--- config.mk ---
export PLATFORM = sky130hd
export DESIGN_NAME = uart_rx
export DESIGN_NICKNAME = d
export VERILOG_FILES = /design/src/rtl/uart_rx.sv
export SDC_FILE = /design/constraint.sdc
export NUM_CORES = 1
export LEC_CHECK = 0
export ABC_AREA = 1
export CAP_MARGIN = 20
export CORE_MARGIN = 4
export CORE_UTILIZATION = 45
export CTS_CLUSTER_SIZE = 14
export DETAILED_ROUTE_END_ITERATION = 12
export GPL_TIMING_DRIVEN = 0
export PLACE_DENSITY = 0.71
export SETUP_SLACK_MARGIN = 0.5
export SLEW_MARGIN = 20
export SYNTH_ARGS = -nofsm -noshare
export SYNTH_HDL_FRONTEND = slang
export SYNTH_SLANG_ARGS = --single-unit
--- constraint.sdc ---
create_clock -name clk -period 3.75 [get_ports clk]
set_input_delay 0.9375 -clock clk [delete_from_list [all_inputs] [get_ports clk]]
set_output_delay 0.9375 -clock clk [all_outputs]
set_load 0.01 [all_outputs]
--- src/rtl/uart_rx.sv ---
// 8N1 serial receiver: two-flop synchroniser, start-edge detect, mid-bit sampling, sticky rdy.
// Optional stop-bit checking on framing_err is enabled with `define UART_RX_FRAME_ERR_EN.
module uart_rx #(
    parameter int BAUD_CNT = 434,
    parameter int HALF_CNT = BAUD_CNT / 2
) (
    input  logic       clk,
    input  logic       rst,
    input  logic       RX,
    input  logic       clr_rdy,
    output logic [7:0] rx_data,
    output logic       rdy,
    output logic       framing_err
);

    localparam logic [8:0] BAUD_LD = 9'(BAUD_CNT);
    localparam logic [8:0] HALF_LD = 9'(HALF_CNT);

    typedef enum logic [1:0] {IDLE, START, DATA, STOP} state_t;

    state_t      state, state_nxt;
    logic        rx_meta, rx_sync, rx_prev;
    logic [8:0]  baud_cnt, baud_nxt;
    logic [3:0]  bit_cnt, bit_nxt;
    logic [7:0]  shift_reg, shift_nxt;
    logic        start_edge, baud_tick;
    logic        frame_start, commit;

    assign start_edge = rx_prev & ~rx_sync;
    // The sample point is the decrement that brings baud_cnt to zero.
    assign baud_tick  = (baud_cnt == 9'd1);

`ifdef UART_RX_FRAME_ERR_EN
    logic stop_bit, stop_nxt;
`endif

    always_comb begin
        state_nxt   = state;
        baud_nxt    = baud_cnt;
        bit_nxt     = bit_cnt;
        shift_nxt   = shift_reg;
        frame_start = 1'b0;
        commit      = 1'b0;
`ifdef UART_RX_FRAME_ERR_EN
        stop_nxt    = stop_bit;
`endif
        case (state)
            IDLE: begin
                if (start_edge) begin
                    baud_nxt    = HALF_LD;
                    state_nxt   = START;
                    frame_start = 1'b1;
                end
            end
            START: begin
                if (baud_tick) begin
                    if (rx_sync) begin
                        baud_nxt  = 9'd0;
                        state_nxt = IDLE;
                    end else begin
                        baud_nxt  = BAUD_LD;
                        bit_nxt   = 4'd0;
                        state_nxt = DATA;
                    end
                end else begin
                    baud_nxt = baud_cnt - 9'd1;
                end
            end
            DATA: begin
                if (baud_tick) begin
                    shift_nxt = {rx_sync, shift_reg[7:1]};
                    baud_nxt  = BAUD_LD;
                    bit_nxt   = bit_cnt + 4'd1;
                    if (bit_cnt == 4'd7)
                        state_nxt = STOP;
                end else begin
                    baud_nxt = baud_cnt - 9'd1;
                end
            end
            STOP: begin
                // Commit one cycle after the stop sample, still mid stop bit,
                // so a back-to-back start edge is not missed.
                if (baud_cnt == 9'd0) begin
                    commit    = 1'b1;
                    state_nxt = IDLE;
                end else begin
                    baud_nxt = baud_cnt - 9'd1;
`ifdef UART_RX_FRAME_ERR_EN
                    if (baud_tick)
                        stop_nxt = rx_sync;
`endif
                end
            end
            default: state_nxt = IDLE;
        endcase
    end

    always_ff @(posedge clk) begin
        if (rst) begin
            rx_meta   <= 1'b1;
            rx_sync   <= 1'b1;
            rx_prev   <= 1'b1;
            state     <= IDLE;
            baud_cnt  <= 9'd0;
            bit_cnt   <= 4'd0;
            shift_reg <= 8'h00;
            rx_data   <= 8'h00;
            rdy       <= 1'b0;
        end else begin
            rx_meta   <= RX;
            rx_sync   <= rx_meta;
            rx_prev   <= rx_sync;
            state     <= state_nxt;
            baud_cnt  <= baud_nxt;
            bit_cnt   <= bit_nxt;
            shift_reg <= shift_nxt;
            if (commit)
                rx_data <= shift_reg;
            if (commit)
                rdy <= 1'b1;
            else if (frame_start || clr_rdy)
                rdy <= 1'b0;
        end
    end

`ifdef UART_RX_FRAME_ERR_EN
    always_ff @(posedge clk) begin
        if (rst) begin
            stop_bit    <= 1'b1;
            framing_err <= 1'b0;
        end else begin
            stop_bit <= stop_nxt;
            if (commit)
                framing_err <= ~stop_bit;
            else if (frame_start || clr_rdy)
                framing_err <= 1'b0;
        end
    end
`else
    assign framing_err = 1'b0;
`endif

endmodule

==> results of run 1 <==
-- path summary, 6_finish.rpt --
kind	slack, ns	cells after the start	end
max reg2reg	2.09	9	baud_cnt[6]
min	0.42	1	rx_sync
min reg2reg	0.42	1	rx_sync
max	1.66	1	rdy
-- logic make-up (layout without fill, tap and decap cells) --
logic type / Yosys count / count (layout) / share of synthesized area
XOR/XNOR: 5 / 5 / 0.0253
AND/OR/NAND/NOR: 94 / 94 / 0.259
AO/OA/AOI/OAI: 59 / 59 / 0.181
flip-flops: 35 / 35 / 0.405
buffers and inverters: 43 / 62 / 0.106
other: 1 / 1 / 0.00217
adder cells (fa/ha/maj): 3 / 3 / 0.0217
-- synth_stat cells (all sizes together) --
cell	number
nor2	33
conb	1
xor2	4
buf	4
o21ai	27
inv	36
xnor2	1
clkbuf	3
ha	3
dfxtp	35
a22oi	1
a211oi	1
nand4	1
nand3	9
a21oi	27
nand2	44
nor3	4
o211ai	2
or2	3
a31oi	1
-- power by group --
part           leakage [uW]  switching [uW]  internal, uW
sequential         0.000284            23.1           393
combinational      0.000542             171          92.0
clock             0.0000470             126           144
-- routing by layer --
layer / vias to the layer above / GRT usage / wire length [um]
met3: 5 / 0.0345 / 111
met4: 0 / 0.0383 / 39
met1: 666 / 0.216 / 1800
li1: 804 / - / -
met2: 22 / 0.240 / 1530
met5: - / 0 / 0
-- metrics by stage --
step                      instances  power (uW)  worst slack, ns  hold slack [ns]  utilization
after CTS                       307         955             1.64            0.421        0.542
after global placement          300         682             1.47            0.395        0.518
after global routing            307        1010             1.58            0.438        0.542
after detailed placement        300         684             1.47            0.397        0.518
final                           307         949             1.66            0.424        0.542
after floorplan                 240         633             2.20            0.389            -
-- cell type report --
class                   count  area, um^2  area share
inverters                  36         138      0.0688
plain buffers               7        46.3      0.0232
clock inverters             1        5.00     0.00250
clock buffers               6        82.6      0.0413
well taps                  48        60.1      0.0300
multi-input cells         162         847       0.424
repair buffers             12         120      0.0601
flip-flops and latches     35         701       0.350
==> results.sh, run 1 <==
export IMPL_antenna_found_initial=0
export IMPL_power_density_nw_per_um2=475
export IMPL_synth_net_count=247
export IMPL_hold_class="reg2reg"
export IMPL_cp_max_fo=2
export IMPL_wl_per_cell_um=11.4
export IMPL_ys_ff_latch=35
export IMPL_wl_um=3490
export IMPL_cp_slowest_stage_delay_ns=0.55
export IMPL_dp_final_hpwl_um=2570
export IMPL_drv_slew=0
export IMPL_worst_path_buf_inv=1
export IMPL_relSlewSlack=0.642
export IMPL_cp_cell_sequence="clkdlybuf4s50_1"
export IMPL_leakage_uw=0.000873
export IMPL_crit_arrival_ns=1.16
export IMPL_cts_root_buf="clkbuf_8"
export IMPL_outcome="completed"
export IMPL_slowest_stage="clkdlybuf4s50_1"
export IMPL_drt_iter0_drc=61
export IMPL_postCtsSetupBuffers=0
export IMPL_largest_reg_flops=9
export IMPL_cts_buffer_depth=2
export IMPL_dr_total_vias=1497
export IMPL_finalCritPeriodShare=0.558
export IMPL_area_growth_pct=15.5
export IMPL_numCtsBuffers=5
export IMPL_worstHoldStart="rx_meta"
export IMPL_maxCapViolations=0
export IMPL_core_area_um2=3690
export IMPL_io_pin_count=14
export IMPL_antenna_cells=0
export IMPL_setup_tns_ns=0
export IMPL_synth_top_cell_area_share=0.405
export IMPL_grt_pass1_vias=1399
export IMPL_syn_inst=240
export IMPL_cts_hold_buf=0
export IMPL_cp_required_ns=2.81
export IMPL_nets=266
export IMPL_postCtsResizedCells=0
export IMPL_ys_seq_area_frac=0.405
export IMPL_drive_gt1_frac=0.127
export IMPL_cp_start_kind="register"
export IMPL_worstSetupPathType="reg2out"
export IMPL_die_width_um=70.0
export IMPL_syn_area_per_cell_um2=7.22
export IMPL_drc=0
export IMPL_max_freq_mhz=478
export IMPL_synth_area_leaders="dfxtp_1 (40%), nand2_1 (8.9%), o21ai_0 (7.5%)"
export IMPL_worst_slew_pin_slew_ns=0.538
export IMPL_vias_per_cell=4.88
export IMPL_drtPass1Iterations=4
export IMPL_synth_cell_types=34
export IMPL_skew_ns=0.00402
export IMPL_row_count=22
export IMPL_ant_nets=0
export IMPL_rsz0062_at_grt="no"
export IMPL_postLayoutCellArea_um2=2000
export IMPL_grt_max_degree=11
export IMPL_setup_viol=0
export IMPL_fill_cells=362
export IMPL_final_common_cell="nand2_1"
export IMPL_synth_top_cell_by_area="dfxtp_1"
export IMPL_grt_overflow=0
export IMPL_portBuffers=12
export IMPL_yosys_warnings=0
export IMPL_clk_pin_slew_ns=0.07
export IMPL_cts_tree="yes"
export IMPL_cp_top_family="buffers and inverters"
export IMPL_htreeDepth=2
export IMPL_regToRegStartpoint="baud_cnt[0]"
export IMPL_place_area_um2=1910
export IMPL_cts_sinks=35
export IMPL_grt_pass1_wl_um=6280
export IMPL_clk_latency_ns=0.28
export IMPL_fp_dieH_um=70.0
export IMPL_die_area_um2=4900
export IMPL_syn_area_um2=1730
export IMPL_startpoint="rdy"
export IMPL_grtUsageTotal=0.155
export IMPL_layout_common_cells="nand2_1 (41), dfxtp_1 (35), inv_1 (29), nor2_1 (27), o21ai_0 (26)"
export IMPL_ir_drop_mv=0.283
export IMPL_gp_congestion=0.838
export IMPL_endpoint_kind="output pin"
export IMPL_initial_core_util=0.469
export IMPL_hold_violations=0
export IMPL_period_minus_slack_ns=2.09
No activity file was read; power rests on OpenSTA's default activity.
==> inputs of run 2 (changes only) <==
==> constraint.sdc (replaced) <==
create_clock -name clk -period 2.18 [get_ports clk]
set_input_delay 0.545 -clock clk [delete_from_list [all_inputs] [get_ports clk]]
set_output_delay 0.545 -clock clk [all_outputs]
set_load 0.01 [all_outputs]
==> results.sh, run 2 (synthesized netlist as in run 1, its figures left out) <==
export IMPL_outcome="completed"
export IMPL_endpoint_kind="register"
export IMPL_highest_layer="met4"
export IMPL_row_count=22
export IMPL_worstHoldStart="rx_meta"
export IMPL_cp_start_kind="register"
export IMPL_cp_top_family="simple AND/OR/NAND/NOR gates"
export IMPL_finalCritPeriodShare=0.741
export IMPL_die_area_um2=4900
export IMPL_setup_viol=0
export IMPL_cts_tree="yes"
export IMPL_cp_slowest_stage_delay_ns=0.33
export IMPL_final_common_cell="nand2_1"
export IMPL_grt_overflow=0
export IMPL_hold_class="reg2reg"
export IMPL_dr_wl_met2_um=1640
export IMPL_max_freq_mhz=619
export IMPL_dr_total_vias=1544
export IMPL_setup_tns_ns=0
export IMPL_drive_gt1_frac=0.160
export IMPL_power_density_nw_per_um2=828
export IMPL_ff2ff_path_depth=9
export IMPL_layout_common_cells="nand2_1 (39), dfxtp_1 (35), inv_1 (28), nor2_1 (27), o21ai_0 (25)"
export IMPL_period_minus_slack_ns=1.62
export IMPL_grt_max_degree=11
export IMPL_maxCapViolations=0
export IMPL_rsz0062_at_grt="no"
export IMPL_worstSetupPathType="reg2reg"
export IMPL_cp_cell_sequence="inv_1 -> ha_1 -> nand2_2 -> nor2_4 -> nand3_4 -> nand2_4 -> inv_2 -> o21ai_0 -> nor2_1"
export IMPL_hold_violations=0
export IMPL_grt_pass1_vias=1399
export IMPL_cts_sinks=35
export IMPL_clk_pin_slew_ns=0.07
export IMPL_core_area_um2=3690
export IMPL_nets=269
export IMPL_hold_path_end="rx_sync"
export IMPL_wl_um=3730
export IMPL_vias_per_cell=4.98
export IMPL_rrSetupSlack_ns=0.56
export IMPL_initial_core_util=0.469
export IMPL_io_pin_count=14
export IMPL_cp_required_ns=2.35
export IMPL_cp_max_fo=8
export IMPL_htreeDepth=2
export IMPL_largest_reg_flops=9
export IMPL_drtPass1Iterations=4
export IMPL_grt_pass1_wl_um=6280
export IMPL_worst_slew_pin_slew_ns=0.553
export IMPL_wl_met3_um=196
export IMPL_holdPathStages=1
export IMPL_wl_per_cell_um=12.0
export IMPL_numCtsBuffers=5
export IMPL_ant_nets=0
export IMPL_antenna_found_initial=0
export IMPL_cts_root_buf="clkbuf_8"
export IMPL_leakage_uw=0.000933
export IMPL_worst_path_buf_inv=2
export IMPL_portBuffers=12
export IMPL_cts_buffer_depth=2
export IMPL_drc=0
export IMPL_gp_congestion=0.838
export IMPL_ir_drop_mv=0.506
export IMPL_drt_iter0_drc=56
export IMPL_antenna_cells=0
export IMPL_die_width_um=70.0
export IMPL_reg2reg_to="baud_cnt[6]"
export IMPL_power_uw=1680
export IMPL_relSlewSlack=0.631
export IMPL_area_growth_pct=17.2
export IMPL_fp_dieH_um=70.0
export IMPL_regToRegStartpoint="baud_cnt[0]"
export IMPL_clk_latency_ns=0.28
export IMPL_crit_arrival_ns=1.79
export IMPL_drv_slew=0
export IMPL_grtUsageTotal=0.155
export IMPL_wl_met1_um=1850
export IMPL_slowest_stage="dfxtp_1"
export IMPL_dp_final_hpwl_um=2570
export IMPL_skew_ns=0.00404
[run 2: layout make-up]
type / instances / area (um^2)
clock buffers: 6 / 82.6
fillers: 363 / 1660
flip-flops and latches: 35 / 701
repair buffers: 14 / 124
inverters: 36 / 138
multi-input cells: 163 / 871
clock inverters: 1 / 5.00
plain buffers: 7 / 48.8
well taps: 48 / 60.1
[run 2: power by group]
group / switching [uW] / leakage [uW] / internal [uW]
logic: 323 / 0.000602 / 178
clock network: 216 / 0.0000470 / 248
registers: 39.8 / 0.000284 / 676
total: 579 / 0.000933 / 1100
[run 2: repair_timing]
action,in CTS,in global routing
pin swaps,0,2
gates cloned,0,1
hold buffers,0,0
setup buffers,0,2
gates resized for setup,9,10
endpoints found under the setup margin,9,20
[run 2: worst max path at each step]
stage | startpoint | endpoint | cells past startpoint
after floorplan | baud_cnt[0] | rx_data[1] | 8
after global placement | rst | baud_cnt[3] | 5
after detailed placement | rst | rx_data[5] | 5
after CTS | baud_cnt[0] | baud_cnt[4] | 9
after global routing | baud_cnt[0] | baud_cnt[7] | 9
final | baud_cnt[0] | baud_cnt[6] | 9
[run 2: stage by stage]
stage / instances / setup slack [ns] / util / hold slack [ns] / instance area [um^2]
5_1_grt: 310 / 0.483 / 0.550 / 0.438 / 2030
3_5_place_dp: 300 / 0.296 / 0.518 / 0.397 / 1910
6_report: 310 / 0.564 / 0.550 / 0.424 / 2030
3_3_place_gp: 300 / 0.293 / 0.518 / 0.395 / 1910
2_1_floorplan: 240 / 0.766 / - / 0.389 / 1730
4_1_cts: 307 / 0.531 / 0.539 / 0.421 / 1990
[run 2: per-layer routing]
layer / GRT usage / vias to the layer above
met5: 0 / -
met3: 0.0345 / 5
met4: 0.0383 / 0
met1: 0.216 / 696
li1: - / 807
met2: 0.240 / 36
==> inputs of run 3 (changes only) <==
--- a/config.mk
+++ b/config.mk
@@ -12,7 +12,7 @@
 export CTS_CLUSTER_SIZE = 14
 export DETAILED_ROUTE_END_ITERATION = 12
 export GPL_TIMING_DRIVEN = 0
-export PLACE_DENSITY = 0.71
+export PLACE_DENSITY = 0.74
 export SETUP_SLACK_MARGIN = 0.5
 export SLEW_MARGIN = 20
 export SYNTH_ARGS = -nofsm -noshare
==> constraint.sdc (replaced) <==
create_clock -name clk -period 1.3 [get_ports clk]
set_input_delay 0.325 -clock clk [delete_from_list [all_inputs] [get_ports clk]]
set_output_delay 0.325 -clock clk [all_outputs]
set_load 0.01 [all_outputs]
==> results.sh, run 3 (synthesized netlist as in run 1, its figures left out) <==
export IMPL_drc=0
export IMPL_hold_ws_ns=0.377
export IMPL_htreeDepth=2
export IMPL_layout_common_cells="nand2_1 (35), inv_1 (25), dfxtp_1 (20), nor2_1 (19), a21oi_1 (16)"
export IMPL_core_area_um2=3690
export IMPL_cts_tree="yes"
export IMPL_rsz0062_at_grt="yes"
export IMPL_worstSetupPathType="reg2reg"
export IMPL_clk_latency_ns=0.30
export IMPL_vias_per_cell=5.01
export IMPL_numCtsBuffers=5
export IMPL_cp_start_kind="register"
export IMPL_setup_viol=32
export IMPL_fill_cells=298
export IMPL_gp_congestion=0.877
export IMPL_io_pin_count=14
export IMPL_antenna_found_initial=0
export IMPL_rrSetupSlack_ns=-0.14
export IMPL_area_growth_pct=44.3
export IMPL_hold_violations=0
export IMPL_leakage_uw=0.00106
export IMPL_drt_iter0_drc=105
export IMPL_cts_sinks=35
export IMPL_maxCapViolations=0
export IMPL_regToRegStartpoint="baud_cnt[4]"
export IMPL_drtPass1Iterations=4
export IMPL_die_width_um=70.0
export IMPL_period_minus_slack_ns=1.44
export IMPL_max_freq_mhz=694
export IMPL_holdPathStages=3
export IMPL_ir_drop_mv=1.12
export IMPL_stdcell_count=329
export IMPL_clk_pin_slew_ns=0.07
export IMPL_row_count=22
export IMPL_grt_pass1_vias=1490
export IMPL_power_share_combinational=0.341
export IMPL_power_switching_uw=1110
export IMPL_grtUsageTotal=0.174
export IMPL_power_density_nw_per_um2=1220
export IMPL_worst_slew_pin_slew_ns=0.584
export IMPL_hold_path_end="rdy"
export IMPL_grt_max_degree=12
export IMPL_switching_share=0.363
export IMPL_largest_reg_flops=9
export IMPL_ant_nets=0
export IMPL_cp_required_ns=1.48
export IMPL_cts_root_buf="clkbuf_8"
export IMPL_place_area_um2=1990
export IMPL_crit_arrival_ns=1.63
export IMPL_endpoint_kind="register"
export IMPL_layout_setup_ws_ns=-0.141
export IMPL_nets=287
export IMPL_cts_hold_buf=0
export IMPL_antenna_cells=0
export IMPL_p_clk_frac=0.259
export IMPL_dr_total_vias=1648
export IMPL_initial_core_util=0.469
export IMPL_power_internal_uw=1950
export IMPL_dp_final_hpwl_um=2550
export IMPL_outcome="finished, violations left"
export IMPL_postLayoutCellArea_um2=2500
export IMPL_placed_cells=300
export IMPL_skew_ns=0.00789
export IMPL_relSlewSlack=0.610
export IMPL_fp_dieH_um=70.0
export IMPL_drive_gt1_frac=0.441
export IMPL_power_uw=3050
export IMPL_grt_pass1_wl_um=6820
export IMPL_ff2ff_path_depth=9
export IMPL_seq_area_um2=719
export IMPL_portBuffers=12
export IMPL_power_frac_seq=0.399
export IMPL_worstHoldStart="rst"
export IMPL_multi_input_area_um2=1050
export IMPL_wl_um=4220
export IMPL_cts_buffer_depth=2
export IMPL_drv_slew=0
export IMPL_wl_per_cell_um=12.8
export IMPL_grt_overflow=0
export IMPL_finalCritPeriodShare=1.11
export IMPL_hold_class="in2reg"
export IMPL_violations="negative setup slack"
export IMPL_cp_max_fo=7
export IMPL_die_area_um2=4900
export IMPL_final_common_cell="nand2_1"
==> run 3: worst max-delay path, stage by stage, from the launching register on <==
cell	delay [ns]
dfxtp_2	0.35
nor2_1	0.16
nand2_2	0.11
inv_2	0.09
nand2_4	0.10
buf_4	0.16
a21oi_4	0.15
nand3_2	0.09
nand2_1	0.06
a21oi_1	0.06
==> run 3: per-stage QoR <==
step | TNS, ns | utilization | setup slack [ns]
after detailed placement | -7.66 | 0.541 | -0.392
after CTS | -2.30 | 0.626 | -0.118
after global placement | -6.68 | 0.541 | -0.319
after global routing | -5.68 | 0.677 | -0.235
after floorplan | -0.0902 | - | -0.0225
final | -2.90 | 0.677 | -0.141
==> run 3: per-layer routing <==
| layer | vias to the layer above | share of wire | wire length [um] | global-route usage |
|---|---|---|---|---|
| met5 | - | 0 | 0 | 0 |
| met4 | 0 | 0.014 | 59 | 0.0511 |
| met3 | 7 | 0.048 | 202 | 0.0561 |
| met2 | 33 | 0.50 | 2120 | 0.297 |
| met1 | 751 | 0.44 | 1840 | 0.208 |
| li1 | 857 | - | - | - |
==> run 3: area by class of cell <==
cell class / count / share of cell area
Clock inverter: 2 / 0.00501
Sequential cell: 35 / 0.288
Buffer: 7 / 0.0396
Inverter: 36 / 0.0591
Tap cell: 48 / 0.0240
Timing Repair Buffer: 33 / 0.134
Multi-Input combinational cell: 162 / 0.421
Clock buffer: 6 / 0.0290
==> run 3: power groups by stage <==
stage / logic [uW] / registers [uW] / clock network (uW)
6_report: 1040 / 1220 / 792
5_1_grt: 1150 / 1230 / 858
4_1_cts: 927 / 1210 / 804
3_5_place_dp: 806 / 1230 / 0
3_3_place_gp: 798 / 1230 / 0
2_1_floorplan: 673 / 1210 / 0
==> run 3: worst max path at each step <==
stage	from	end	slack (ns)
3_3_place_gp	rst	shift_reg[1]	-0.32
2_1_floorplan	baud_cnt[1]	baud_cnt[8]	-0.02
3_5_place_dp	rst	rx_data[0]	-0.39
4_1_cts	baud_cnt[1]	baud_cnt[5]	-0.12
5_1_grt	baud_cnt[1]	baud_cnt[7]	-0.23
6_report	baud_cnt[4]	register	-0.14
==> run 3: repair_timing <==
item / CTS / global route
gates resized for setup: 83 / 41
setup endpoints to repair: 44 / 42
gates cloned: 1 / 1
pin swaps: 9 / 9
hold endpoints to repair: 0 / 0
setup buffers: 11 / 8
